--- config.mk ---
export PLATFORM = sky130hd
export DESIGN_NAME = regfile_wb_arbiter_flat
export DESIGN_NICKNAME = d
export VERILOG_FILES = /design/src/rtl/regfile_wb_arbiter_if.sv /design/src/rtl/regfile_wb_arbiter.sv /design/src/flat_wrapper.sv
export SDC_FILE = /design/constraint.sdc
export NUM_CORES = 1
export LEC_CHECK = 0
export ABC_AREA = 1
export CORE_ASPECT_RATIO = 1.4
export CORE_MARGIN = 3
export CORE_UTILIZATION = 48
export DETAILED_ROUTE_END_ITERATION = 6
export HOLD_SLACK_MARGIN = 0.05
export MAX_ROUTING_LAYER = met4
export PLACE_DENSITY = 0.73
export SYNTH_ARGS = -nofsm -noshare
export SYNTH_HDL_FRONTEND = slang
export SYNTH_SLANG_ARGS = --single-unit
--- constraint.sdc ---
create_clock -name clk -period 2.86 [get_ports clk]
set_input_delay 0.572 -clock clk [delete_from_list [all_inputs] [get_ports clk]]
set_output_delay 0.572 -clock clk [all_outputs]
set_load 0.02 [all_outputs]
--- src/rtl/regfile_wb_arbiter_if.sv ---
// Writeback bus between the execution units/decode and the register-file write arbiter.
interface regfile_wb_arbiter_if #(
  parameter int FIFO_DEPTH = 4
);
  logic                          alu_valid;
  logic [4:0]                    alu_addr;
  logic [31:0]                   alu_data;
  logic                          alu_ready;
  logic                          lsu_valid;
  logic [4:0]                    lsu_addr;
  logic [31:0]                   lsu_data;
  logic                          lsu_ready;
  logic                          issue_valid;
  logic [4:0]                    issue_addr;
  logic [31:0]                   pending;
  logic                          rf_we;
  logic [4:0]                    rf_addr;
  logic [31:0]                   rf_din;
  logic [$clog2(FIFO_DEPTH):0]   fifo_count;

  modport master (
    output alu_valid, alu_addr, alu_data,
    output lsu_valid, lsu_addr, lsu_data,
    output issue_valid, issue_addr,
    input  alu_ready, lsu_ready, pending,
    input  rf_we, rf_addr, rf_din, fifo_count
  );

  modport slave (
    input  alu_valid, alu_addr, alu_data,
    input  lsu_valid, lsu_addr, lsu_data,
    input  issue_valid, issue_addr,
    output alu_ready, lsu_ready, pending,
    output rf_we, rf_addr, rf_din, fifo_count
  );
endinterface

--- src/rtl/regfile_wb_arbiter.sv ---
// Register-file writeback arbiter: merges in-order ALU results with FIFO-buffered
// long-latency results onto one write port, tracks outstanding long-latency
// destinations, and bounds how long the FIFO head can be starved by the ALU.
module regfile_wb_arbiter #(
  parameter int FIFO_DEPTH   = 4,
  parameter int STARVE_LIMIT = 3
) (
  input  logic                clk,
  input  logic                rst,
  regfile_wb_arbiter_if.slave bus
);
  localparam int AW = $clog2(FIFO_DEPTH);
  localparam int CW = AW + 1;

  typedef enum logic [1:0] {
    GRANT_IDLE,
    GRANT_ALU,
    GRANT_FIFO
  } grant_t;

  logic [4:0]    q_addr [FIFO_DEPTH];
  logic [31:0]   q_data [FIFO_DEPTH];
  logic [AW-1:0] rd_ptr;
  logic [AW-1:0] wr_ptr;
  logic [CW-1:0] count;
  logic [3:0]    starve;
  logic [31:0]   pend;
  logic [31:0]   pend_next;
  logic          rf_we_q;
  logic [4:0]    rf_addr_q;
  logic [31:0]   rf_din_q;
  grant_t        grant;
  logic          empty;
  logic          full;
  logic          force_fifo;
  logic          push;
  logic          pop;

  // Arbitration and handshake decode from pre-edge state.
  always_comb begin
    empty      = (count == '0);
    full       = (count == CW'(FIFO_DEPTH));
    force_fifo = (starve == 4'(STARVE_LIMIT)) && !empty;
    grant      = GRANT_IDLE;
    if (force_fifo)         grant = GRANT_FIFO;
    else if (bus.alu_valid) grant = GRANT_ALU;
    else if (!empty)        grant = GRANT_FIFO;
    // A full FIFO refuses pushes even while popping; addr 0 handshakes but is dropped.
    push = bus.lsu_valid && !rst && !full && (bus.lsu_addr != '0);
    pop  = (grant == GRANT_FIFO);
  end

  // Scoreboard update: pop clears, issue sets (set wins), r0 never pending.
  always_comb begin
    pend_next = pend;
    if (pop) pend_next[q_addr[rd_ptr]] = 1'b0;
    if (bus.issue_valid && (bus.issue_addr != '0)) pend_next[bus.issue_addr] = 1'b1;
    pend_next[0] = 1'b0;
  end

  // FIFO storage; contents are don't-care until written, so no reset.
  always_ff @(posedge clk) begin
    if (push) begin
      q_addr[wr_ptr] <= bus.lsu_addr;
      q_data[wr_ptr] <= bus.lsu_data;
    end
  end

  // FIFO pointers and occupancy; pointers wrap naturally at the power-of-2 depth.
  always_ff @(posedge clk or posedge rst) begin
    if (rst) begin
      rd_ptr <= '0;
      wr_ptr <= '0;
      count  <= '0;
    end else begin
      if (push) wr_ptr <= wr_ptr + AW'(1);
      if (pop)  rd_ptr <= rd_ptr + AW'(1);
      if (push && !pop)      count <= count + CW'(1);
      else if (pop && !push) count <= count - CW'(1);
    end
  end

  // Starvation counter: counts ALU wins over a waiting FIFO head, saturating.
  always_ff @(posedge clk or posedge rst) begin
    if (rst) begin
      starve <= '0;
    end else if (pop || empty) begin
      starve <= '0;
    end else if ((grant == GRANT_ALU) && (starve != 4'(STARVE_LIMIT))) begin
      starve <= starve + 4'd1;
    end
  end

  // Pending scoreboard register.
  always_ff @(posedge clk or posedge rst) begin
    if (rst) pend <= '0;
    else     pend <= pend_next;
  end

  // Registered write port; address/data hold when nothing is written.
  always_ff @(posedge clk or posedge rst) begin
    if (rst) begin
      rf_we_q   <= 1'b0;
      rf_addr_q <= '0;
      rf_din_q  <= '0;
    end else begin
      rf_we_q <= 1'b0;
      if ((grant == GRANT_ALU) && (bus.alu_addr != '0)) begin
        rf_we_q   <= 1'b1;
        rf_addr_q <= bus.alu_addr;
        rf_din_q  <= bus.alu_data;
      end else if (grant == GRANT_FIFO) begin
        rf_we_q   <= 1'b1;
        rf_addr_q <= q_addr[rd_ptr];
        rf_din_q  <= q_data[rd_ptr];
      end
    end
  end

  assign bus.alu_ready  = !rst && !force_fifo;
  assign bus.lsu_ready  = !rst && !full;
  assign bus.pending    = pend;
  assign bus.fifo_count = count;
  assign bus.rf_we      = rf_we_q;
  assign bus.rf_addr    = rf_addr_q;
  assign bus.rf_din     = rf_din_q;
endmodule

--- src/flat_wrapper.sv ---
// flat-port wrapper written by rule: the top's interface ports become plain ports
module regfile_wb_arbiter_flat 
#(
  parameter int FIFO_DEPTH   = 4,
  parameter int STARVE_LIMIT = 3
)
  (clk, rst, bus_alu_valid, bus_alu_addr, bus_alu_data, bus_lsu_valid, bus_lsu_addr, bus_lsu_data, bus_issue_valid, bus_issue_addr, bus_alu_ready, bus_lsu_ready, bus_pending, bus_rf_we, bus_rf_addr, bus_rf_din, bus_fifo_count);
  regfile_wb_arbiter_if #(.FIFO_DEPTH(FIFO_DEPTH)) bus_i ();
  input  logic clk;
  input  logic rst;
  input wire logic [$bits(bus_i.alu_valid)-1:0] bus_alu_valid;
  input wire logic [$bits(bus_i.alu_addr)-1:0] bus_alu_addr;
  input wire logic [$bits(bus_i.alu_data)-1:0] bus_alu_data;
  input wire logic [$bits(bus_i.lsu_valid)-1:0] bus_lsu_valid;
  input wire logic [$bits(bus_i.lsu_addr)-1:0] bus_lsu_addr;
  input wire logic [$bits(bus_i.lsu_data)-1:0] bus_lsu_data;
  input wire logic [$bits(bus_i.issue_valid)-1:0] bus_issue_valid;
  input wire logic [$bits(bus_i.issue_addr)-1:0] bus_issue_addr;
  output wire logic [$bits(bus_i.alu_ready)-1:0] bus_alu_ready;
  output wire logic [$bits(bus_i.lsu_ready)-1:0] bus_lsu_ready;
  output wire logic [$bits(bus_i.pending)-1:0] bus_pending;
  output wire logic [$bits(bus_i.rf_we)-1:0] bus_rf_we;
  output wire logic [$bits(bus_i.rf_addr)-1:0] bus_rf_addr;
  output wire logic [$bits(bus_i.rf_din)-1:0] bus_rf_din;
  output wire logic [$bits(bus_i.fifo_count)-1:0] bus_fifo_count;
  assign bus_i.alu_valid = bus_alu_valid;
  assign bus_i.alu_addr = bus_alu_addr;
  assign bus_i.alu_data = bus_alu_data;
  assign bus_i.lsu_valid = bus_lsu_valid;
  assign bus_i.lsu_addr = bus_lsu_addr;
  assign bus_i.lsu_data = bus_lsu_data;
  assign bus_i.issue_valid = bus_issue_valid;
  assign bus_i.issue_addr = bus_issue_addr;
  assign bus_alu_ready = bus_i.alu_ready;
  assign bus_lsu_ready = bus_i.lsu_ready;
  assign bus_pending = bus_i.pending;
  assign bus_rf_we = bus_i.rf_we;
  assign bus_rf_addr = bus_i.rf_addr;
  assign bus_rf_din = bus_i.rf_din;
  assign bus_fifo_count = bus_i.fifo_count;
  regfile_wb_arbiter #(.FIFO_DEPTH(FIFO_DEPTH), .STARVE_LIMIT(STARVE_LIMIT)) u_core (.clk(clk), .rst(rst), .bus(bus_i));
endmodule
# [Word level (Yosys, flattened, before mapping)]
# Memory sizes are Yosys's and may differ from the RTL's.
# Index checks and enable logic that the tools add are counted.
[op_classes] mux=21 reduce_logical=27 n_lt_le_gt_ge=4 bitwise_logic=3 n_eq_ne=5 add_sub_neg=5
[op_table] op="$mux 32" count=4
[op_table] op="$and 32x32->32" count=1
[op_table] op="$not 32->32" count=1
[op_table] op="$or 32x32->32" count=1
[op_table] op="$reduce_bool 5->1" count=3
[op_table] op="$logic_and 1x1->1" count=13
[op_table] op="$lt 5x6->1 const B" count=2
[op_table] op="$demux 1 s5" count=2
[op_table] op="$ge 5x1->1 const B" count=2
[op_table] op="$mux 5" count=2
[op_table] op="$mux 4" count=2
[op_table] op="$logic_not 1->1" count=6
[op_table] op="$mux 1" count=6
[op_table] op="$mux 2" count=3
[op_table] op="$mux 3" count=2
[op_table] op="$reduce_bool 2->1" count=3
[op_table] op="$add 2x1->2 const B" count=2
[op_table] op="$add 4x1->4 const B" count=1
[op_table] op="$eq 4x2->1 const B" count=1
[op_table] op="$ne 4x2->1 const B" count=1
[op_table] op="$add 3x1->3 const B" count=1
[op_table] op="$eq 3x3->1 const B" count=1
[op_table] op="$logic_not 3->1" count=1
[op_table] op="$sub 3x1->3 const B" count=1
[op_table] op="other kinds (3)" count=3
[totals] output_inout_bits=75 memories=2 elab_cells=75 inputBits=84 mem_bits_rw=148 reg_bits=80
[mem_list] memory="u_core.q_data" words=4 word_bits=32 read_ports=1 rd_clocked_by_memory_dff=0 write_ports=1 line_no="regfile_wb_arbiter.sv:22" source="logic [31:0] q_data [FIFO_DEPTH];"
[mem_list] memory="u_core.q_addr" words=4 word_bits=5 read_ports=1 rd_clocked_by_memory_dff=0 write_ports=1 line_no="regfile_wb_arbiter.sv:21" source="logic [4:0] q_addr [FIFO_DEPTH];"

# [Depth between registers and ports, before layout]
# Gate-level depths: netlist (run 1).
# An unclocked memory read counts as a cell.
[logic_depth] depth_word=10 depth_mapped=13 ltp_nobuf=12

# [Worst setup path after synthesis (run 1)]
# No wires, ideal clock.
[synth_path] kind="flip-flop to flip-flop" startpoint="register u_core.count[0], in the netlist u_core.bus.fifo_count[0]" endpoint="memory u_core.q_addr[0][0], enable pin" required_ns=2.429 arrival_ns=2.967 slack_ns=-0.539 synth_period_minus_slack_ns=3.399 setup_ns=0.431 n_path_buf=0 path_stages_with_launch=5 path_cell_list="dfrtp_1 inv_2 a31oi_1 nand3_1 nor2_1"
[synth_via] elab_chain_len=6
[synth_lines] item="start, declared" line_no="regfile_wb_arbiter.sv:25" source="logic [CW-1:0] count;"
[synth_lines] item="start signal, assigned" line_no="regfile_wb_arbiter.sv:78" source="if (push && !pop) count <= count + CW'(1);"
[synth_lines] item="start signal, assigned" line_no="regfile_wb_arbiter.sv:79" source="else if (pop && !push) count <= count - CW'(1);"
[synth_lines] item="$eq 3x3->1" line_no="regfile_wb_arbiter.sv:42" source="full = (count == CW'(FIFO_DEPTH));"
[synth_lines] item="$logic_not 1->1" line_no="regfile_wb_arbiter.sv:49" source="push = bus.lsu_valid && !rst && !full && (bus.lsu_addr != '0);"
[synth_lines] item="$logic_and 1x1->1 (2 in series)" line_no="regfile_wb_arbiter.sv:49"
[synth_lines] item="$mux 1" line_no="regfile_wb_arbiter.sv:63" source="if (push) begin"
[synth_lines] item="$mux 1 (implied by the code)" line_no="regfile_wb_arbiter.sv:64" source="q_addr[wr_ptr] <= bus.lsu_addr;"
[synth_lines] item="end, declared" line_no="regfile_wb_arbiter.sv:21"
# No other way between the ends.

# [Worst setup path after layout (run 1)]
[layout_path] startpoint="register u_core.count[1], in the netlist u_core.bus.fifo_count[1]" endpoint="output port bus_alu_ready"
[layout_via] elab_chain_len=5
[layout_lines] item="$logic_not 3->1" line_no="regfile_wb_arbiter.sv:41" source="empty = (count == '0);"
[layout_lines] item="$logic_not 1->1" line_no="regfile_wb_arbiter.sv:43" source="force_fifo = (starve == 4'(STARVE_LIMIT)) && !empty;"
[layout_lines] item="$logic_and 1x1->1" line_no="regfile_wb_arbiter.sv:43"
[layout_lines] item="$logic_not 1->1" line_no="regfile_wb_arbiter.sv:120" source="assign bus.alu_ready = !rst && !force_fifo;"
[layout_lines] item="$logic_and 1x1->1" line_no="regfile_wb_arbiter.sv:120"
[layout_lines] item="end, declared" line_no="flat_wrapper.sv:19" source="output wire logic [$bits(bus_i.alu_ready)-1:0] bus_alu_ready;"
# No other way between the ends.

==> results by group, run 1 <==
Global route
  • Initial antenna violation count: 0
  • Global-route usage over all layers: 21.8%
  • Vias in the first global route: 7138
  • First-pass GRT wire length: 35100 µm
  • Largest net degree at the start of global routing: 65
  • Total global routing overflow: 0

Routing
  • DR pass1 iterations: 7
  • Vias: 6851
  • Metal3 WL: 1280 µm
  • Met1 WL: 8300 µm
  • DR top layer: met4
  • Avg WL per Cell: 17.4 µm
  • First DRT Iteration DRCs: 485
  • WL final: 22200 µm
  • Post-DRT Antenna Nets: 0
  • # DRC: 2
  • Vias per cell: 5.36
  • Metal2 WL: 11900 µm

Clock network
  • Root Driver: clkbuf_16
  • Clk sinks: 228
  • TritonCTS clock tree: yes
  • Clock tree buffer depth: 3
  • Post-CTS Setup Inserts: 0
  • Htree depth: 1
  • Reg clk slew, reported paths: 0.06 ns
  • Resize count post-CTS: 0
  • CTS Buf Count: 22
  • Clock Latency Late Sink: 0.50 ns
  • Hold_buf cts: 0

Layout
  • Antenna cell count: 0
  • Final #Nets: 1109
  • Share of layout cells above drive strength 1: 7.74%
  • Area Overhead vs Synth: 28.8%
  • Commonest non-fill, non-tap cell in the layout: nand2_1
  • Final Util: 63.7%
  • Most frequent cells in the layout: nand2_1, clkdlybuf4s50_1, edfxtp_1

Floorplan
  • Starting density of the core: 49.5%
  • Die height: 171 µm
  • Boundary Pins: 159
  • Die area: 0.0211 mm²
  • Die width: 124 µm
  • FP Rows: 59
  • Area of the core: 0.0188 mm²

STA
  • Max-slew violations: 0
  • RSZ-0062 raised after global routing: no
  • Slew margin rel.: 52.6%
  • FMAX: 379 MHz
  • Layout Skew: 0.0111 ns
  • Period utilisation layout: 92.2%
  • Final Critical Period: 2.64 ns
  • Slew @ Worst Pin: 0.705 ns
  • Setup Viol. Count Final: 0
  • Final Hold Fails: 0

Run
  • Max-cap viol count: 0

Run status
  • Run status: complete, but fails checks
  • Failing checks: DRC

Yosys
  • Cell count after synthesis: 856
  • Post-Syn Nets: 947
  • Synth cell types: 27
  • Yosys reg bits: 228
  • Synth warnings: 0
  • Syn Area/Cell: 10.9 µm²
  • Sequential area share after synthesis: 69.2%
  • Synth Cell Area: 0.00932 mm²

Critical path
  • Crit path cell chain: inv_1 > nand3_1 > a21oi_1 > clkdlybuf4s50_1
  • Worst path slowest cell: clkdlybuf4s50_1
  • CP required: 2.29 ns
  • Critical path type: register to primary output
  • Crit path DAT: 2.07 ns
  • Startpoint Class: register
  • Worst Setup End Kind: primary output
  • Max Fanout on Critical Path: 4
  • Slowest cell delay on critical path: 0.62 ns

Hold path
  • Worst Hold Class: register to register

Pwr
  • Leakage: 4.67 nW
  • Max IR drop VDD: 0.553 mV
  • P per Cell Area: 1040 mW/mm²
  • Overall power: 12.4 mW

Placed design
  • HPWL reported at the end of detailed placement: 14800 µm
  • Port Buf Inserts: 157
  • GPL Wtd Cong: 0.889
## per-layer routing
layer  up-vias  GRT usage, %
met5         -             -
met4         0          7.86
met3        56          3.27
met2       248          39.1
met1      3274          24.4
li1       3273             -
## cell usage after synthesis (all sizes together)
master / instances / area [µm²]
or2: 1 / 6.26
nor3: 13 / 65.1
a31oi: 1 / 6.26
edfxtp: 148 / 4440
clkbuf: 17 / 63.8
nand2: 232 / 881
inv: 27 / 101
a21oi: 4 / 20.0
nor2: 83 / 332
o22ai: 32 / 200
xnor2: 1 / 8.76
dfrtp: 80 / 2000
nand3: 98 / 495
o21ai: 81 / 405
conb: 1 / 3.75
fa: 1 / 20.0
clkinv: 1 / 5.00
ha: 6 / 75.1
xor2: 5 / 43.8
buf: 24 / 139
## area by class of cell
class	count	area (µm²)
fill	1479	6820
inverter	28	108
timing repair buffer	179	1800
multi-input combinational	559	2600
sequential	228	6450
tap	244	305
clock buffer	30	622
clock inverter	10	121
## worst max-delay path, delay by kind of cell (launching register included)
kind	cells	cell delay [ns]
buffers and inverters	2	0.74
DFF	1	0.42
AOI/OAI and AO/OA	1	0.21
and+or+nand+nor	1	0.20
## through the flow
| step | std cells | TNS (ns) | hold WS (ns) | setup slack, ns | instance area (µm²) |
|---|---|---|---|---|---|
| 5_1_grt | 1278 | 0 | 0.490 | 0.0996 | 12000 |
| 6_report | 1278 | 0 | 0.477 | 0.222 | 12000 |
| 3_5_place_dp | 1238 | 0 | 0.458 | 0.181 | 11300 |
| 2_1_floorplan | 856 | -79.70 | 0.433 | -0.539 | 9320 |
| 3_3_place_gp | 1238 | 0 | 0.455 | 0.245 | 11300 |
| 4_1_cts | 1278 | 0 | 0.473 | 0.200 | 12000 |
## power breakdown
part,switching [mW],internal (mW),total (mW)
sequential,0.418,4.31,4.72
combinational,2.93,1.85,4.78
clock,1.15,1.79,2.93
## cell families after synthesis
group | Yosys count | synth area share, %
buffers and inverters | 69 | 3.32
AO/OA/AOI/OAI | 118 | 6.78
XOR/XNOR | 6 | 0.564
adder cells (fa/ha/maj) | 7 | 1.02
AND/OR/NAND/NOR | 427 | 19.1
flip-flops | 228 | 69.2
other | 1 | 0.0402
## state kept, by name (all words and copies together), names as in the netlist
name and cells:
u_core.bus.fifo_count 3, u_core.bus.pending 31, u_core.bus.rf_addr 5, u_core.bus.rf_din 32, u_core.bus.rf_we 1, u_core.q_addr 20
u_core.q_data 128, u_core.rd_ptr 2, u_core.starve 4, u_core.wr_ptr 2
## worst paths after layout
| check | startpoint | to | slack [ns] | cells past startpoint |
|---|---|---|---|---|
| worst min register to register | u_core.bus.pending[23]$_DFF_PP0_ | u_core.bus.pending[23]$_DFF_PP0_ | 0.48 | 2 |
| max in group asynchronous | rst | u_core.bus.rf_din[27]$_DFFE_PP0P_ | 1.69 | 3 |
| worst min-delay path | u_core.bus.pending[23]$_DFF_PP0_ | u_core.bus.pending[23]$_DFF_PP0_ | 0.48 | 2 |
| min in group asynchronous | rst | u_core.bus.rf_din[13]$_DFFE_PP0P_ | 0.49 | 2 |
| worst max-delay path | u_core.bus.fifo_count[1]$_DFFE_PP0P_ | bus_alu_ready | 0.22 | 4 |
| worst max register to register | u_core.bus.fifo_count[1]$_DFFE_PP0P_ | u_core.bus.fifo_count[2]$_DFFE_PP0P_ | 0.68 | 11 |
(Power assumes the default switching activity.)
==> run 2: changes to the inputs <==
--- a/config.mk
+++ b/config.mk
@@ -5,14 +5,14 @@
 export SDC_FILE = /design/constraint.sdc
 export NUM_CORES = 1
 export LEC_CHECK = 0
-export ABC_AREA = 1
+export CAP_MARGIN = 30
 export CORE_ASPECT_RATIO = 1.4
 export CORE_MARGIN = 3
-export CORE_UTILIZATION = 48
+export CORE_UTILIZATION = 47
 export DETAILED_ROUTE_END_ITERATION = 6
 export HOLD_SLACK_MARGIN = 0.05
 export MAX_ROUTING_LAYER = met4
-export PLACE_DENSITY = 0.73
+export PLACE_DENSITY = 0.72
 export SYNTH_ARGS = -nofsm -noshare
 export SYNTH_HDL_FRONTEND = slang
 export SYNTH_SLANG_ARGS = --single-unit
==> results by group, run 2 <==
Run status
  • Run status: finished clean

Routing
  • # DRC: 0
  • Vias per cell: 5.70
  • DR pass1 iterations: 5
  • Avg WL per Cell: 21.9 µm
  • First DRT Iteration DRCs: 677
  • Vias: 5577
  • WL final: 21400 µm
  • Post-DRT Antenna Nets: 0

Pwr
  • P per Cell Area: 1020 mW/mm²
  • Leakage: 4.28 nW
  • Max IR drop VDD: 0.538 mV

Clock network
  • Htree depth: 1
  • Hold_buf cts: 0
  • Root Driver: clkbuf_16
  • Post-CTS Setup Inserts: 0
  • Clock Latency Late Sink: 0.49 ns
  • Clk sinks: 228
  • TritonCTS clock tree: yes
  • Reg clk slew, reported paths: 0.06 ns
  • Clock tree buffer depth: 3
  • CTS Buf Count: 22

Floorplan
  • Starting density of the core: 48.2%
  • FP Rows: 59
  • Die area: 0.0210 mm²
  • Die height: 170 µm
  • Die width: 123 µm
  • Boundary Pins: 159
  • Area of the core: 0.0188 mm²

Yosys
  • Synth warnings: 0
  • Cell count after synthesis: 538
  • Count leader, synth: edfxtp_1
  • Leading area contributor after synthesis: edfxtp_1
  • Sequential area share after synthesis: 71.3%
  • Yosys reg bits: 228
  • Synth Cell Area: 0.00904 mm²
  • Synth cell types: 46
  • Post-Syn Nets: 629
  • Syn Area/Cell: 16.8 µm²
  • Yosys top cell area share: 49.2%
  • Synth area leaders: edfxtp_1, dfrtp_1, mux4_2
  • Asr flop ratio synth: 35.1%
  • Post-synth top cells: edfxtp_1, dfrtp_1, and2_1
  • Main synth FF type: edfxtp_1
  • Number of enable flip-flop cells after synthesis: 148

Layout
  • Share of layout cells above drive strength 1: 15.2%
  • Max reg flops: 128
  • Final Non-Filler Cells: 979
  • Commonest non-fill, non-tap cell in the layout: clkdlybuf4s50_1
  • Antenna cell count: 0
  • Final #Nets: 810
  • Area Overhead vs Synth: 31.1%
  • Top reg by flops: u_core.q_data
  • Most frequent cells in the layout: clkdlybuf4s50_1, edfxtp_1, dfrtp_1

Global route
  • Global-route usage over all layers: 21.0%
  • Total global routing overflow: 0
  • First-pass GRT wire length: 32900 µm
  • Vias in the first global route: 5997
  • Largest net degree at the start of global routing: 40
  • Initial antenna violation count: 0

Critical path
  • Crit path DAT: 1.92 ns
  • Worst Setup End Kind: primary output
  • Critical path type: input port to primary output
  • Startpoint Class: input port
  • Max Fanout on Critical Path: 3
  • End of the worst register-to-register path: u_core.bus.rf_din[13]$_DFFE_PP0P_
  • CP required: 2.29 ns
  • Internal reg-to-reg setup slack: 0.50 ns
  • Worst r2r src: u_core.starve[0]$_DFFE_PP0P_
  • Worst reg2reg path depth: 6

STA
  • Min Hold Slack: 0.468 ns
  • Final Critical Period: 2.50 ns
  • Final Hold Fails: 0
  • Setup Viol. Count Final: 0
  • Slew margin rel.: 49.9%
  • Period utilisation layout: 87.3%
  • Slew @ Worst Pin: 0.751 ns
  • RSZ-0062 raised after global routing: no
  • FMAX: 401 MHz
  • Layout Skew: 0.00786 ns
  • Max-slew violations: 0

Placed design
  • Port Buf Inserts: 157
  • GPL Wtd Cong: 0.946
  • HPWL reported at the end of detailed placement: 14800 µm
  • Inst Count DP: 939

Hold path
  • Worst Hold Class: register to register
  • Hold Path Cell Cnt: 1
  • Hold_sp: u_core.starve[0]$_DFFE_PP0P_
  • Hold EP: u_core.starve[0]$_DFFE_PP0P_

Run
  • Max-cap viol count: 0
run 2: what timing repair did:
item                                    in CTS  in global routing
endpoints found under the setup margin       0                  1
gates resized for setup                      0                  1
hold endpoints to repair                     0                  0
run 2: kinds of logic (layout without fill, tap and decap cells):
logic type	count (synthesis)	in the layout	synth area share [%]
compound gates	93	93	7.65
xor+xnor	8	8	0.775
fa+ha+maj	7	7	1.05
buf+inv	40	237	1.94
flops	228	228	71.3
mux	41	41	9.76
other cells	1	1	0.0415
simple gates	120	120	7.47
run 2: cell type report:
cell class,instances,area (µm²)
well taps,244,305
clock buffers,28,604
multi-input cells,270,2450
inverters,16,61.3
repair buffers,181,1840
flip-flops and latches,228,6450
clock inverters,12,138
fillers,1379,6900
run 2: critical path, cell delays in order:
cell and delay [ns]:
clkdlybuf4s50_1 0.46, a21oi_1 0.23, clkdlybuf4s50_1 0.66
run 2: where the power goes:
part           leakage, nW  total (mW)  internal [mW]  switching (mW)
clock                0.368        2.96           1.77            1.18
sequential            2.29        4.75           4.30           0.452
combinational         1.62        4.36           2.12            2.25
run 2: layer usage:
metal	part of all wire [%]	global-route usage (%)
met3	6.3	3.06
met4	2.6	6.41
met2	51	34.9
met5	0	-
met1	40	26.9
run 2: worst max path at each step:
stage                                    startpoint                                   end  cells past startpoint
2_1_floorplan  u_core.bus.fifo_count[0]$_DFFE_PP0P_         u_core.q_addr[0][0]$_DFFE_PP_                      4
3_3_place_gp                        bus_lsu_addr[0]  u_core.bus.fifo_count[1]$_DFFE_PP0P_                      7
3_5_place_dp                        bus_lsu_addr[0]  u_core.bus.fifo_count[1]$_DFFE_PP0P_                      7
4_1_cts        u_core.bus.fifo_count[1]$_DFFE_PP0P_                         bus_alu_ready                      3
5_1_grt        u_core.bus.fifo_count[1]$_DFFE_PP0P_                         bus_lsu_ready                      3
6_report                                        rst                         bus_lsu_ready                      3
run 2: metrics by stage:
| step | power, mW | TNS (ns) | setup slack [ns] | area, µm² | utilization (%) |
|---|---|---|---|---|---|
| floorplan | 7.26 | 0 | 0.188 | 9040 | - |
| global placement | 9.05 | -0.0270 | -0.0270 | 11100 | 59.2 |
| detailed placement | 9.20 | -0.0518 | -0.0518 | 11100 | 59.2 |
| CTS | 12.2 | 0 | 0.0369 | 11800 | 63.2 |
| global route | 12.7 | 0 | 0.239 | 11900 | 63.2 |
| finish | 12.1 | 0 | 0.364 | 11900 | 63.2 |
==> run 3: changes to the inputs <==
--- a/config.mk
+++ b/config.mk
@@ -13,6 +13,7 @@
 export HOLD_SLACK_MARGIN = 0.05
 export MAX_ROUTING_LAYER = met4
 export PLACE_DENSITY = 0.72
+export SLEW_MARGIN = 30
 export SYNTH_ARGS = -nofsm -noshare
 export SYNTH_HDL_FRONTEND = slang
 export SYNTH_SLANG_ARGS = --single-unit
==> results of run 3 <==
Same layout as run 2: the final DEF is identical, and so are final timing and power.
